==> src/rtl/solo_squash_inputs.sv <==
// Button conditioner for the squash core: 2-FF sync, tick-sampled debounce,
// pause toggle, one-shot new-game pulse and up+down contradiction masking.

module solo_squash_debounce #(
  parameter int STABLE_TICKS = 3
) (
  input  logic clk,
  input  logic reset,
  input  logic raw,
  input  logic tick,
  output logic level,
  output logic press
);
  localparam logic [3:0] LAST = 4'(STABLE_TICKS - 1);

  logic [1:0] sync;
  logic [3:0] cnt;
  logic       level_prev;

  always_ff @(posedge clk or posedge reset) begin
    if (reset) begin
      sync       <= 2'b11;
      level      <= 1'b1;
      level_prev <= 1'b1;
      cnt        <= 4'd0;
    end else begin
      sync       <= {sync[0], raw};
      level_prev <= level;
      // a differing sample must persist for STABLE_TICKS consecutive ticks
      if (tick) begin
        if (sync[1] == level) begin
          cnt <= 4'd0;
        end else if (cnt == LAST) begin
          level <= sync[1];
          cnt   <= 4'd0;
        end else begin
          cnt <= cnt + 4'd1;
        end
      end
    end
  end

  assign press = level_prev & ~level;
endmodule

module solo_squash_inputs #(
  parameter int TICK_DIV     = 250000,
  parameter int STABLE_TICKS = 3,
  parameter int PAUSE_TOGGLE = 1
) (
  input  logic clk,
  input  logic reset,
  input  logic btn_pause_n,
  input  logic btn_new_game_n,
  input  logic btn_down_n,
  input  logic btn_up_n,
  output logic pause_n,
  output logic new_game_n,
  output logic down_key_n,
  output logic up_key_n,
  output logic tick
);
  localparam int NUM_BTN = 4;
  localparam int B_PAUSE = 0;
  localparam int B_NEW   = 1;
  localparam int B_DOWN  = 2;
  localparam int B_UP    = 3;
  localparam int CW      = $clog2(TICK_DIV);

  logic [NUM_BTN-1:0] raw;
  logic [NUM_BTN-1:0] level;
  logic [NUM_BTN-1:0] press;
  logic [CW-1:0]      pre;
  logic               paused;
  logic               paused_nxt;

  assign raw = {btn_up_n, btn_down_n, btn_new_game_n, btn_pause_n};

  genvar i;
  generate
    for (i = 0; i < NUM_BTN; i++) begin : g_btn
      solo_squash_debounce #(.STABLE_TICKS(STABLE_TICKS)) u_db (
        .clk   (clk),
        .reset (reset),
        .raw   (raw[i]),
        .tick  (tick),
        .level (level[i]),
        .press (press[i])
      );
    end
  endgenerate

  // new game dominates a simultaneous pause press
  always_comb begin
    paused_nxt = paused;
    if (press[B_NEW])        paused_nxt = 1'b0;
    else if (press[B_PAUSE]) paused_nxt = ~paused;
  end

  always_ff @(posedge clk or posedge reset) begin
    if (reset) begin
      pre        <= '0;
      tick       <= 1'b0;
      paused     <= 1'b0;
      pause_n    <= 1'b1;
      new_game_n <= 1'b1;
      down_key_n <= 1'b1;
      up_key_n   <= 1'b1;
    end else begin
      tick <= (pre == CW'(TICK_DIV - 1));
      pre  <= (pre == CW'(TICK_DIV - 1)) ? '0 : pre + 1'b1;

      paused     <= paused_nxt;
      pause_n    <= (PAUSE_TOGGLE != 0) ? ~paused_nxt : level[B_PAUSE];
      new_game_n <= ~press[B_NEW];

      if (!level[B_UP] && !level[B_DOWN]) begin
        down_key_n <= 1'b1;
        up_key_n   <= 1'b1;
      end else begin
        down_key_n <= level[B_DOWN];
        up_key_n   <= level[B_UP];
      end
    end
  end
endmodule

==> config.mk <==
export PLATFORM = sky130hd
export DESIGN_NAME = solo_squash_inputs
export DESIGN_NICKNAME = d
export VERILOG_FILES = /design/src/rtl/solo_squash_inputs.sv
export SDC_FILE = /design/constraint.sdc
export NUM_CORES = 1
export LEC_CHECK = 0
export ABC_AREA = 1
export BUFFER_PORTS_ARGS = -buffer_cell sky130_fd_sc_hd__buf_4
export CORE_MARGIN = 8
export CORE_UTILIZATION = 60
export CTS_CLUSTER_DIAMETER = 100
export DETAILED_ROUTE_END_ITERATION = 16
export PLACE_DENSITY = 0.78
export SYNTH_ARGS = -nofsm -noshare
export SYNTH_HDL_FRONTEND = slang
export SYNTH_SLANG_ARGS = --single-unit
==> constraint.sdc <==
create_clock -name clk -period 2.73 [get_ports clk]
set_input_delay 0.546 -clock clk [delete_from_list [all_inputs] [get_ports clk]]
set_output_delay 0.546 -clock clk [all_outputs]
set_load 0.02 [all_outputs]
==> results of run 1 <==
[routing by layer]
layer | vias up | part of all wire
met3 | 9 | 0.032
met5 | - | 0
met4 | 0 | 0.017
met1 | 823 | 0.44
met2 | 22 | 0.51
li1 | 902 | -
[kinds of logic (layout without fill, tap and decap cells)]
| group | count (synthesis) | in the layout |
|---|---|---|
| compound gates | 23 | 23 |
| xor+xnor | 22 | 22 |
| fa+ha+maj | 9 | 9 |
| buf+inv | 40 | 58 |
| flops | 54 | 54 |
| simple gates | 134 | 134 |
[report_power, final]
group | switching, mW | leakage, nW | internal, mW | total, mW
clock network | 0.251 | 0.0514 | 0.274 | 0.525
logic | 0.0176 | 0.632 | 0.00772 | 0.0253
registers | 0.00273 | 0.677 | 0.811 | 0.814
total | 0.272 | 1.36 | 1.09 | 1.36
[metrics by stage]
| stage | hold slack, ns | power (mW) |
|---|---|---|
| 2_1_floorplan | 0.345 | 0.842 |
| 3_3_place_gp | 0.346 | 0.854 |
| 3_5_place_dp | 0.347 | 0.855 |
| 4_1_cts | 0.206 | 1.38 |
| 5_1_grt | 0.218 | 1.42 |
| 6_report | 0.200 | 1.36 |
[cell type report]
cell class	instances	area (um2)	share of cell area
Sequential cell	54	1370	0.489
Multi-Input combinational cell	188	1030	0.367
Timing Repair Buffer	12	90.1	0.0321
Clock inverter	2	37.5	0.0134
Clock buffer	6	72.6	0.0258
Inverter	38	143	0.0508
Tap cell	50	62.6	0.0223
[cell usage in the layout, fill, tap and decap left out, drive strengths merged]
master / n
buf: 12
nand3: 18
xor2: 21
a21oi: 8
dfstp: 18
xnor2: 1
nor2: 54
clkinvlp: 1
nand2: 56
inv: 37
and2: 1
ha: 9
dfrtp: 36
nand4: 4
clkbuf: 6
clkinv: 1
bufinv: 1
o21ai: 15
or2: 1
[worst max path at each step]
stage / slack (ns) / from / cells past startpoint / end
finish: 0.93 / tick / 1 / tick
floorplan: 0.90 / reset / 1 / g_btn[0].u_db.cnt[0]
global route: 0.84 / tick / 1 / tick
detailed placement: 1.13 / tick / 3 / g_btn[2].u_db.cnt[3]
CTS: 0.93 / tick / 1 / tick
global placement: 1.25 / tick / 3 / g_btn[3].u_db.cnt[3]
[state kept, by name, indices dropped and copies added, names as in the netlist, 2 cells and up]
| signal | cells |
|---|---|
| g_btn.u_db.level | 4 |
| pre | 18 |
| g_btn.u_db.cnt | 16 |
| g_btn.u_db.sync | 8 |
| g_btn.u_db.level_prev | 2 |
==> summary.md, run 1 <==
| Metric | Value |
|---|---|
| M1 GR Usage | `0.160` |
| Portion of netlist area occupied by mux cells | `0` |
| DRC Markers | `0` |
| Minimum clock period | `1.80 ns` |
| Initial antenna violation count | `0` |
| Die ar. | `0.00660 mm2` |
| Setup TNS | `0 ns` |
| Reg-to-reg endpoint | `g_btn[3].u_db.cnt[3]` |
| Critical Path AT | `1.25 ns` |
| Starting Density | `0.630` |
| Vias in the first global route | `1810` |
| Most common library cells after synthesis | `49 x nand2_1, 43 x nor2_1, 36 x dfrtp_1` |
| Mapped Cells | `282` |
| Grt ovf | `0` |
| Synth Area in Compound Gates | `0.0465` |
| Worst path cell trace | `buf_4` |
| Setup CP Type | `reg2out` |
| Routed WL per cell | `11.8 um` |
| Area growth syn-to-layout | `9.89%` |
| PortBufs | `10` |
| Io pins | `11` |
| Register bit total from synthesis | `54` |
| Worst R2R Setup Slack | `1.09 ns` |
| Top post-synthesis cells by area | `dfrtp_1 35%, dfstp_2 19%, nand2_1 7.2%, xor2_1 7.2%, nor2_1 6.3%` |
| Mapped Avg Cell Area | `9.06 um2` |
| HP Class | `in2async` |
| Post-synth EDFFs | `0` |
| Post-DP HPWL | `3100 um` |
| Reg2Reg Depth | `3` |
| Fmax | `556 MHz` |
| Clock transition at path regs | `0.10 ns` |
| Row count | `23` |
| Critical Path Fanout Max | `18` |
| Largest net degree at the start of global routing | `25` |
| Core Area | `0.00406 mm2` |
| Worst skew pair latency | `0.30 ns` |
| Clock sink total | `54` |
| DR vias/cell | `5.02` |
| Fill cells | `322` |
| Nets | `314` |
| Post-route setup slack | `0.932 ns` |
| Inserted Clock Buffers | `5` |
| Placed cell count | `342` |
| Final hold violation count | `0` |
| Synth Warn # | `0` |
| GRT Util Overall | `0.143` |
| Endpoints failing setup | `0` |
| Top-count cell post-synth | `nand2_1` |
| Ant diodes | `0` |
| Unrepaired setup endpoints after global routing | `no` |
| Slew HR | `0.623` |
| Post-route ant nets | `0` |
| Largest family of logic cells by synthesized area | `simple AND/OR/NAND/NOR gates` |
| First-pass iteration count of the detailed router | `4` |
| Syn nets | `297` |
| Dpl ws | `1.13 ns` |
| Final period util | `0.659` |
| Worst Setup Start Kind | `flip-flop` |
| Die Span Y | `81.3 um` |
| Cell accounting for the most synthesized area | `dfrtp_1` |
| Leakage power | `1.36 nW` |
| Global-route wire length before repair | `7520 um` |
| GP Congestion | `0.902` |
| Reported max-cap violation count | `0` |
| Slowest cell on crit path | `dfrtp_1` |
| Clock buffer depth | `2` |
| CTS tree | `built` |
| GR peak layer | `met2` |
| Met3 Use GR | `0.0353` |
| Yosys top cell area share | `0.352` |
| Proportion of layout cells with a drive suffix above 1 | `0.207` |
| Share of the yosys chip area belonging to registers | `0.537` |
| Finished Cell Area | `0.00281 mm2` |
| Root Driver | `clkbuf_8` |
| Crit end category | `output port` |
| Mapped Area | `0.00256 mm2` |
| Asr flop ratio synth | `1.00` |
| Post-CTS Hold Buffers | `0` |
| VDD IR-drop max | `0.271 mV` |
| Post-layout util | `0.692` |
| GR met2 Demand/Resource | `0.257` |
| Synth unique cells | `24` |
| Status | `completed` |
| Synth Area in Adders | `0.0441` |
| Slew Limit Fails | `0` |
| Worst path bufs/invs | `1` |
| Post-Synth Simple-Gate Area | `0.237` |
| Post-DP Area | `0.00270 mm2` |
| Xor and xnor area share after synthesis | `0.0754` |
| Top_reg_cell synth | `dfrtp_1` |
| Total number of vias | `1756` |
| Die X | `81.3 um` |
| Drt total wl | `4140 um` |
| 1st-iter DRT viols | `101` |
| H-tree Lvls | `2` |
| RR Startpoint | `tick` |
| Post-cts resize count | `0` |
| PwrDens | `486 mW/mm2` |
| # Post-CTS Setup Buffers | `0` |
| Largest delay share family, worst path | `flip-flops` |
| Crit path largest cell delay | `0.71 ns` |
| Critical Path RT | `2.18 ns` |
| Tightest Pin Transition | `0.565 ns` |
| Worst Skew | `0.0111 ns` |
| Post-Layout Cell Count | `350` |
Note: power is estimated with default switching activity, not from simulation.
==> inputs of run 2 (changes only) <==
--- a/config.mk
+++ b/config.mk
@@ -5,13 +5,13 @@
 export SDC_FILE = /design/constraint.sdc
 export NUM_CORES = 1
 export LEC_CHECK = 0
-export ABC_AREA = 1
+export ABC_AREA = 0
 export BUFFER_PORTS_ARGS = -buffer_cell sky130_fd_sc_hd__buf_4
 export CORE_MARGIN = 8
-export CORE_UTILIZATION = 60
+export CORE_UTILIZATION = 54
 export CTS_CLUSTER_DIAMETER = 100
 export DETAILED_ROUTE_END_ITERATION = 16
-export PLACE_DENSITY = 0.78
+export PLACE_DENSITY = 0.74
 export SYNTH_ARGS = -nofsm -noshare
 export SYNTH_HDL_FRONTEND = slang
 export SYNTH_SLANG_ARGS = --single-unit
==> constraint.sdc (replaced) <==
create_clock -name clk -period 1.6 [get_ports clk]
set_input_delay 0.32 -clock clk [delete_from_list [all_inputs] [get_ports clk]]
set_output_delay 0.32 -clock clk [all_outputs]
set_load 0.02 [all_outputs]
==> summary.md, run 2 <==
| Metric | Value |
|---|---|
| Status | `completed` |
| Top post-synthesis cells by area | `dfrtp_1 37%, dfstp_2 19%, ha_1 4.6%, mux2_2 3.7%, xor2_1 3.6%` |
| Die Span Y | `83.2 um` |
| Critical Path RT | `1.79 ns` |
| Minimum clock period | `1.49 ns` |
| Inserted Clock Buffers | `5` |
| Max reg flops | `18` |
| Synth unique cells | `37` |
| Routed WL per cell | `12.9 um` |
| Final hold violation count | `0` |
| Nets | `244` |
| Synth Area in Adders | `0.0462` |
| Clock transition at path regs | `0.08 ns` |
| Most common library cells after synthesis | `36 x dfrtp_1, 18 x dfstp_2, 17 x o21ai_0` |
| VDD IR-drop max | `0.447 mV` |
| Proportion of layout cells with a drive suffix above 1 | `0.274` |
| Mapped Area | `0.00244 mm2` |
| Synth Warn # | `0` |
| Die X | `83.2 um` |
| Top_reg_cell synth | `dfrtp_1` |
| # Post-CTS Setup Buffers | `0` |
| Top-count cell post-synth | `dfrtp_1` |
| Register bit total from synthesis | `54` |
| Commonest non-fill, non-tap cell in the layout | `dfrtp_1` |
| Final period util | `0.933` |
| Post-CTS Hold Buffers | `0` |
| Post-synth EDFFs | `0` |
| Post-DP HPWL | `2610 um` |
| Largest net degree at the start of global routing | `55` |
| HP Class | `in2async` |
| Die ar. | `0.00692 mm2` |
| DRC Markers | `0` |
| Dpl ws | `0.0669 ns` |
| CTS tree | `built` |
| Syn nets | `221` |
| Leakage power | `1.21 nW` |
| Cell accounting for the most synthesized area | `dfrtp_1` |
| Tightest Pin Transition | `0.326 ns` |
| Worst skew pair latency | `0.30 ns` |
| Io pins | `11` |
| Slew Limit Fails | `0` |
| Crit end category | `flip-flop` |
| Top Registers | `pre x18, g_btn.u_db.cnt x16, g_btn.u_db.sync x8` |
| Yosys top cell area share | `0.369` |
| Endpoints failing setup | `0` |
| Post-Synth Simple-Gate Area | `0.175` |
| H-tree Lvls | `2` |
| Slew HR | `0.781` |
| Fmax | `670 MHz` |
| Synth Area in Compound Gates | `0.0831` |
| 1st-iter DRT viols | `89` |
| Worst Setup Start Kind | `flip-flop` |
| Asr flop ratio synth | `1.00` |
| Mapped Avg Cell Area | `11.8 um2` |
| DR vias/cell | `5.48` |
| Setup TNS | `0 ns` |
| Unrepaired setup endpoints after global routing | `no` |
| Grt ovf | `0` |
| Initial antenna violation count | `0` |
| GRT Util Overall | `0.119` |
| Largest family of logic cells by synthesized area | `simple AND/OR/NAND/NOR gates` |
| Post-route ant nets | `0` |
| First-pass iteration count of the detailed router | `4` |
| Critical Path Fanout Max | `4` |
| Root Driver | `clkbuf_8` |
| Clock buffer depth | `2` |
| Portion of netlist area occupied by mux cells | `0.0410` |
| Reported max-cap violation count | `0` |
| Post-route setup slack | `0.108 ns` |
| Starting Density | `0.560` |
| Global-route wire length before repair | `7000 um` |
| Ant diodes | `0` |
| GP Congestion | `0.873` |
| Most frequent cells in the layout | `36 x dfrtp_1, 20 x buf_4, 18 x dfstp_2, 17 x o21ai_0, 14 x nor2_1` |
| Reg with most FFs | `pre` |
| Core Area | `0.00435 mm2` |
| Drt total wl | `3650 um` |
| Area growth syn-to-layout | `12.9%` |
| Total number of vias | `1546` |
| Worst Skew | `0.0100 ns` |
| Clock sink total | `54` |
| Mapped Cells | `206` |
| Row count | `24` |
| PwrDens | `781 mW/mm2` |
| Share of the yosys chip area belonging to registers | `0.563` |
| Setup CP Type | `reg2reg` |
| Post-cts resize count | `0` |
| PortBufs | `10` |
| Critical Path AT | `1.68 ns` |
| Vias in the first global route | `1586` |
| Xor and xnor area share after synthesis | `0.0682` |
[run 2: cell types whose count changed after synthesis, moves of 9 or more]
cell,previous run,this run
nand2_1,49,6
nor2_2,9,0
inv_1,33,8
xor2_1,21,10
nor2_1,43,14
nand3_1,17,6
[run 2: worst max-delay path, stage by stage (launching register included)]
cell and delay [ns]:
dfrtp_1 0.39, ha_1 0.20, nand4_1 0.19, nor4_1 0.39, xnor2_1 0.17, nor2_1 0.05
[run 2: report_power, final]
group          switching [mW]  total, mW  leakage (nW)  internal [mW]
clock                   0.394      0.703        0.0385          0.310
combinational          0.0370     0.0601         0.495         0.0230
sequential            0.00495       1.39         0.677           1.38
total                   0.436       2.15          1.21           1.72
[run 2: worst paths after layout]
check,start,to,slack [ns],cells past startpoint
max,pre[0],pre[16],0.11,5
min,reset,g_btn[2].u_db.cnt[1],0.08,3
max reg2reg,pre[0],pre[16],0.11,5
min reg2reg,g_btn[3].u_db.sync[0],g_btn[3].u_db.sync[1],0.35,0
max in group asynchronous,reset,g_btn[1].u_db.sync[1],1.24,3
min in group clk,btn_down_n,g_btn[2].u_db.sync[0],0.12,1
[run 2: final cells by class]
class | count | area (um2)
clock buffer | 7 | 76.3
clock inverter | 1 | 7.51
fill | 354 | 1600
inverter | 8 | 33.8
multi-input combinational | 139 | 1030
sequential | 54 | 1370
tap | 52 | 65.1
timing repair buffer | 21 | 170
[run 2: through the flow]
step | cell area, um2 | hold slack (ns) | util | total power, mW | std cells
global route | 2760 | 0.0800 | 0.633 | 2.27 | 282
global placement | 2650 | 0.346 | 0.609 | 1.47 | 274
detailed placement | 2650 | 0.347 | 0.609 | 1.48 | 274
floorplan | 2440 | 0.324 | - | 1.44 | 206
CTS | 2740 | 0.0785 | 0.628 | 2.20 | 282
finish | 2760 | 0.0805 | 0.633 | 2.15 | 282
[run 2: cell families (layout without fill, tap and decap cells)]
kind of cell | count (synthesis) | in the layout
simple gates | 71 | 71
flops | 54 | 54
compound gates | 31 | 31
mux | 9 | 9
xor+xnor | 19 | 19
fa+ha+maj | 9 | 9
buf+inv | 13 | 37
[run 2: routing by layer]
| metal | track usage | wire length, um | vias to the layer above |
|---|---|---|---|
| met2 | 0.197 | 1840 | 9 |
| met1 | 0.144 | 1690 | 756 |
| met3 | 0.0352 | 72 | 5 |
| met4 | 0.0399 | 49 | 0 |
| li1 | - | - | 776 |
| met5 | 0 | 0 | - |
==> inputs of run 3 (changes only) <==
--- a/config.mk
+++ b/config.mk
@@ -6,7 +6,8 @@
 export NUM_CORES = 1
 export LEC_CHECK = 0
 export ABC_AREA = 0
-export BUFFER_PORTS_ARGS = -buffer_cell sky130_fd_sc_hd__buf_4
+export BUFFER_PORTS_ARGS = -buffer_cell sky130_fd_sc_hd__buf_2
+export CORE_ASPECT_RATIO = 1.75
 export CORE_MARGIN = 8
 export CORE_UTILIZATION = 54
 export CTS_CLUSTER_DIAMETER = 100
==> summary.md, run 3 (synthesized netlist as in run 2, its figures left out) <==
| Metric | Value |
|---|---|
| Unrepaired setup endpoints after global routing | `yes` |
| Setup TNS | `0 ns` |
| Fmax | `663 MHz` |
| Area growth syn-to-layout | `13.7%` |
| Starting Density | `0.559` |
| Critical Path RT | `1.80 ns` |
| Root Driver | `clkbuf_8` |
| Reg with most FFs | `pre` |
| Clock buffer depth | `2` |
| Metal-1 WL | `1600 um` |
| DRC Markers | `0` |
| H-tree Lvls | `2` |
| Ant diodes | `0` |
| Commonest non-fill, non-tap cell in the layout | `dfrtp_1` |
| Reg2Reg Depth | `5` |
| Worst Hold Path Cells | `1` |
| Proportion of layout cells with a drive suffix above 1 | `0.277` |
| Post-layout util | `0.636` |
| Row count | `32` |
| Final period util | `0.942` |
| Core Area | `0.00436 mm2` |
| Reg-to-reg endpoint | `pre[16]` |
| Tightest Pin Transition | `0.303 ns` |
| Reported max-cap violation count | `0` |
| Hold_sp | `btn_pause_n` |
| Critical Path Fanout Max | `4` |
| 1st-iter DRT viols | `52` |
| Setup CP Type | `reg2reg` |
| GRT Util Overall | `0.123` |
| Largest net degree at the start of global routing | `43` |
| Endpoints failing setup | `0` |
| Die ar. | `0.00701 mm2` |
| Met3 WL | `73 um` |
| Worst Skew | `0.00735 ns` |
| DR vias/cell | `5.72` |
| Slew HR | `0.796` |
| Minimum clock period | `1.51 ns` |
| FF/Latch Area | `0.00137 mm2` |
| Global-route wire length before repair | `6840 um` |
| Critical Path AT | `1.71 ns` |
| VDD IR-drop max | `1.06 mV` |
| First-pass iteration count of the detailed router | `4` |
| Io pins | `11` |
| Worst skew pair latency | `0.30 ns` |
| Uppermost routed layer | `met4` |
| Total number of vias | `1613` |
| Hold endpoint | `g_btn[0].u_db.sync[0]` |
| Worst R2R Setup Slack | `0.09 ns` |
| Routed WL per cell | `14.5 um` |
| Post-route ant nets | `0` |
| Leakage power | `1.22 nW` |
| Grt ovf | `0` |
| Max reg flops | `18` |
| Die X | `66.8 um` |
| Post-DP Area | `0.00263 mm2` |
| Status | `completed` |
| PortBufs | `10` |
| Nets | `245` |
| Initial antenna violation count | `0` |
| Final hold violation count | `0` |
| Vias in the first global route | `1587` |
| Inserted Clock Buffers | `5` |
| Slew Limit Fails | `0` |
| Drt total wl | `4080 um` |
| Worst Setup Start Kind | `flip-flop` |
| Clock transition at path regs | `0.10 ns` |
| Top Registers | `pre x18, g_btn.u_db.cnt x16, g_btn.u_db.sync x8` |
| Area of the multi-input gates | `0.00103 mm2` |
| Most frequent cells in the layout | `36 x dfrtp_1, 18 x dfstp_2, 16 x o21ai_0, 14 x nor2_1, 11 x buf_2` |
| PwrDens | `844 mW/mm2` |
| Fill cells | `349` |
| Total power | `2.34 mW` |
| Clock sink total | `54` |
| Die Span Y | `105 um` |
| CTS tree | `built` |
| Post-DP HPWL | `2850 um` |
| HP Class | `in2reg` |
| Crit end category | `flip-flop` |
| RR Startpoint | `pre[0]` |
| Finished Cell Area | `0.00277 mm2` |
| Routed wl met2 | `2300 um` |
| GP Congestion | `0.810` |
==> run 3: cell types whose count changed in the layout (fill, tap and decap cells not counted), sizes merged <==
cell	delta
bufinv	+1
clkbuf	-1
dlygate4sd3	+1
==> run 3: layout make-up <==
type,count,area share
clock buffers,6,0.0262
well taps,51,0.0230
clock inverters,2,0.0135
inverters,8,0.0122
multi-input cells,139,0.370
flip-flops and latches,54,0.495
repair buffers,22,0.0595
==> run 3: timing repair <==
action / CTS / global route
resized for setup: 0 / 6
hold endpoints to repair: 4 / 0
setup buffers: 0 / 0
hold buffers: 1 / 0
setup endpoints to repair: 0 / 11
==> run 3: power by group <==
part / internal, mW / switching [mW]
Combinational: 0.0208 / 0.0385
Clock: 0.467 / 0.426
Sequential: 1.38 / 0.00439
Total: 1.87 / 0.469
==> run 3: worst max path at each step <==
stage / from / to / cells after the start
2_1_floorplan: pre[0] / pre[15] / 6
3_3_place_gp: pre[9] / pre[15] / 5
3_5_place_dp: pre[0] / pre[14] / 5
4_1_cts: pre[0] / pre[14] / 5
5_1_grt: pre[0] / pre[16] / 5
6_report: pre[0] / pre[16] / 5
==> run 3: layer usage <==
metal,GRT usage,vias up
li1,-,779
met4,0.0584,0
met5,0,-
met1,0.126,809
met3,0.0225,10
met2,0.224,15
==> run 3: critical path: stages (launching register included) <==
cell and delay, ns:
dfrtp_1 0.39, ha_1 0.21, nand4_1 0.21, nor4_1 0.38
xnor2_1 0.17, nor2_1 0.05
==> run 3: stage by stage <==
stage / hold WS, ns / setup WS, ns / cells
6_report: 0.110 / 0.0927 / 282
5_1_grt: 0.0906 / -0.0438 / 282
4_1_cts: 0.102 / 0.0394 / 281
3_5_place_dp: 0.299 / 0.0694 / 272
3_3_place_gp: 0.288 / 0.154 / 272
2_1_floorplan: 0.324 / 0.106 / 206
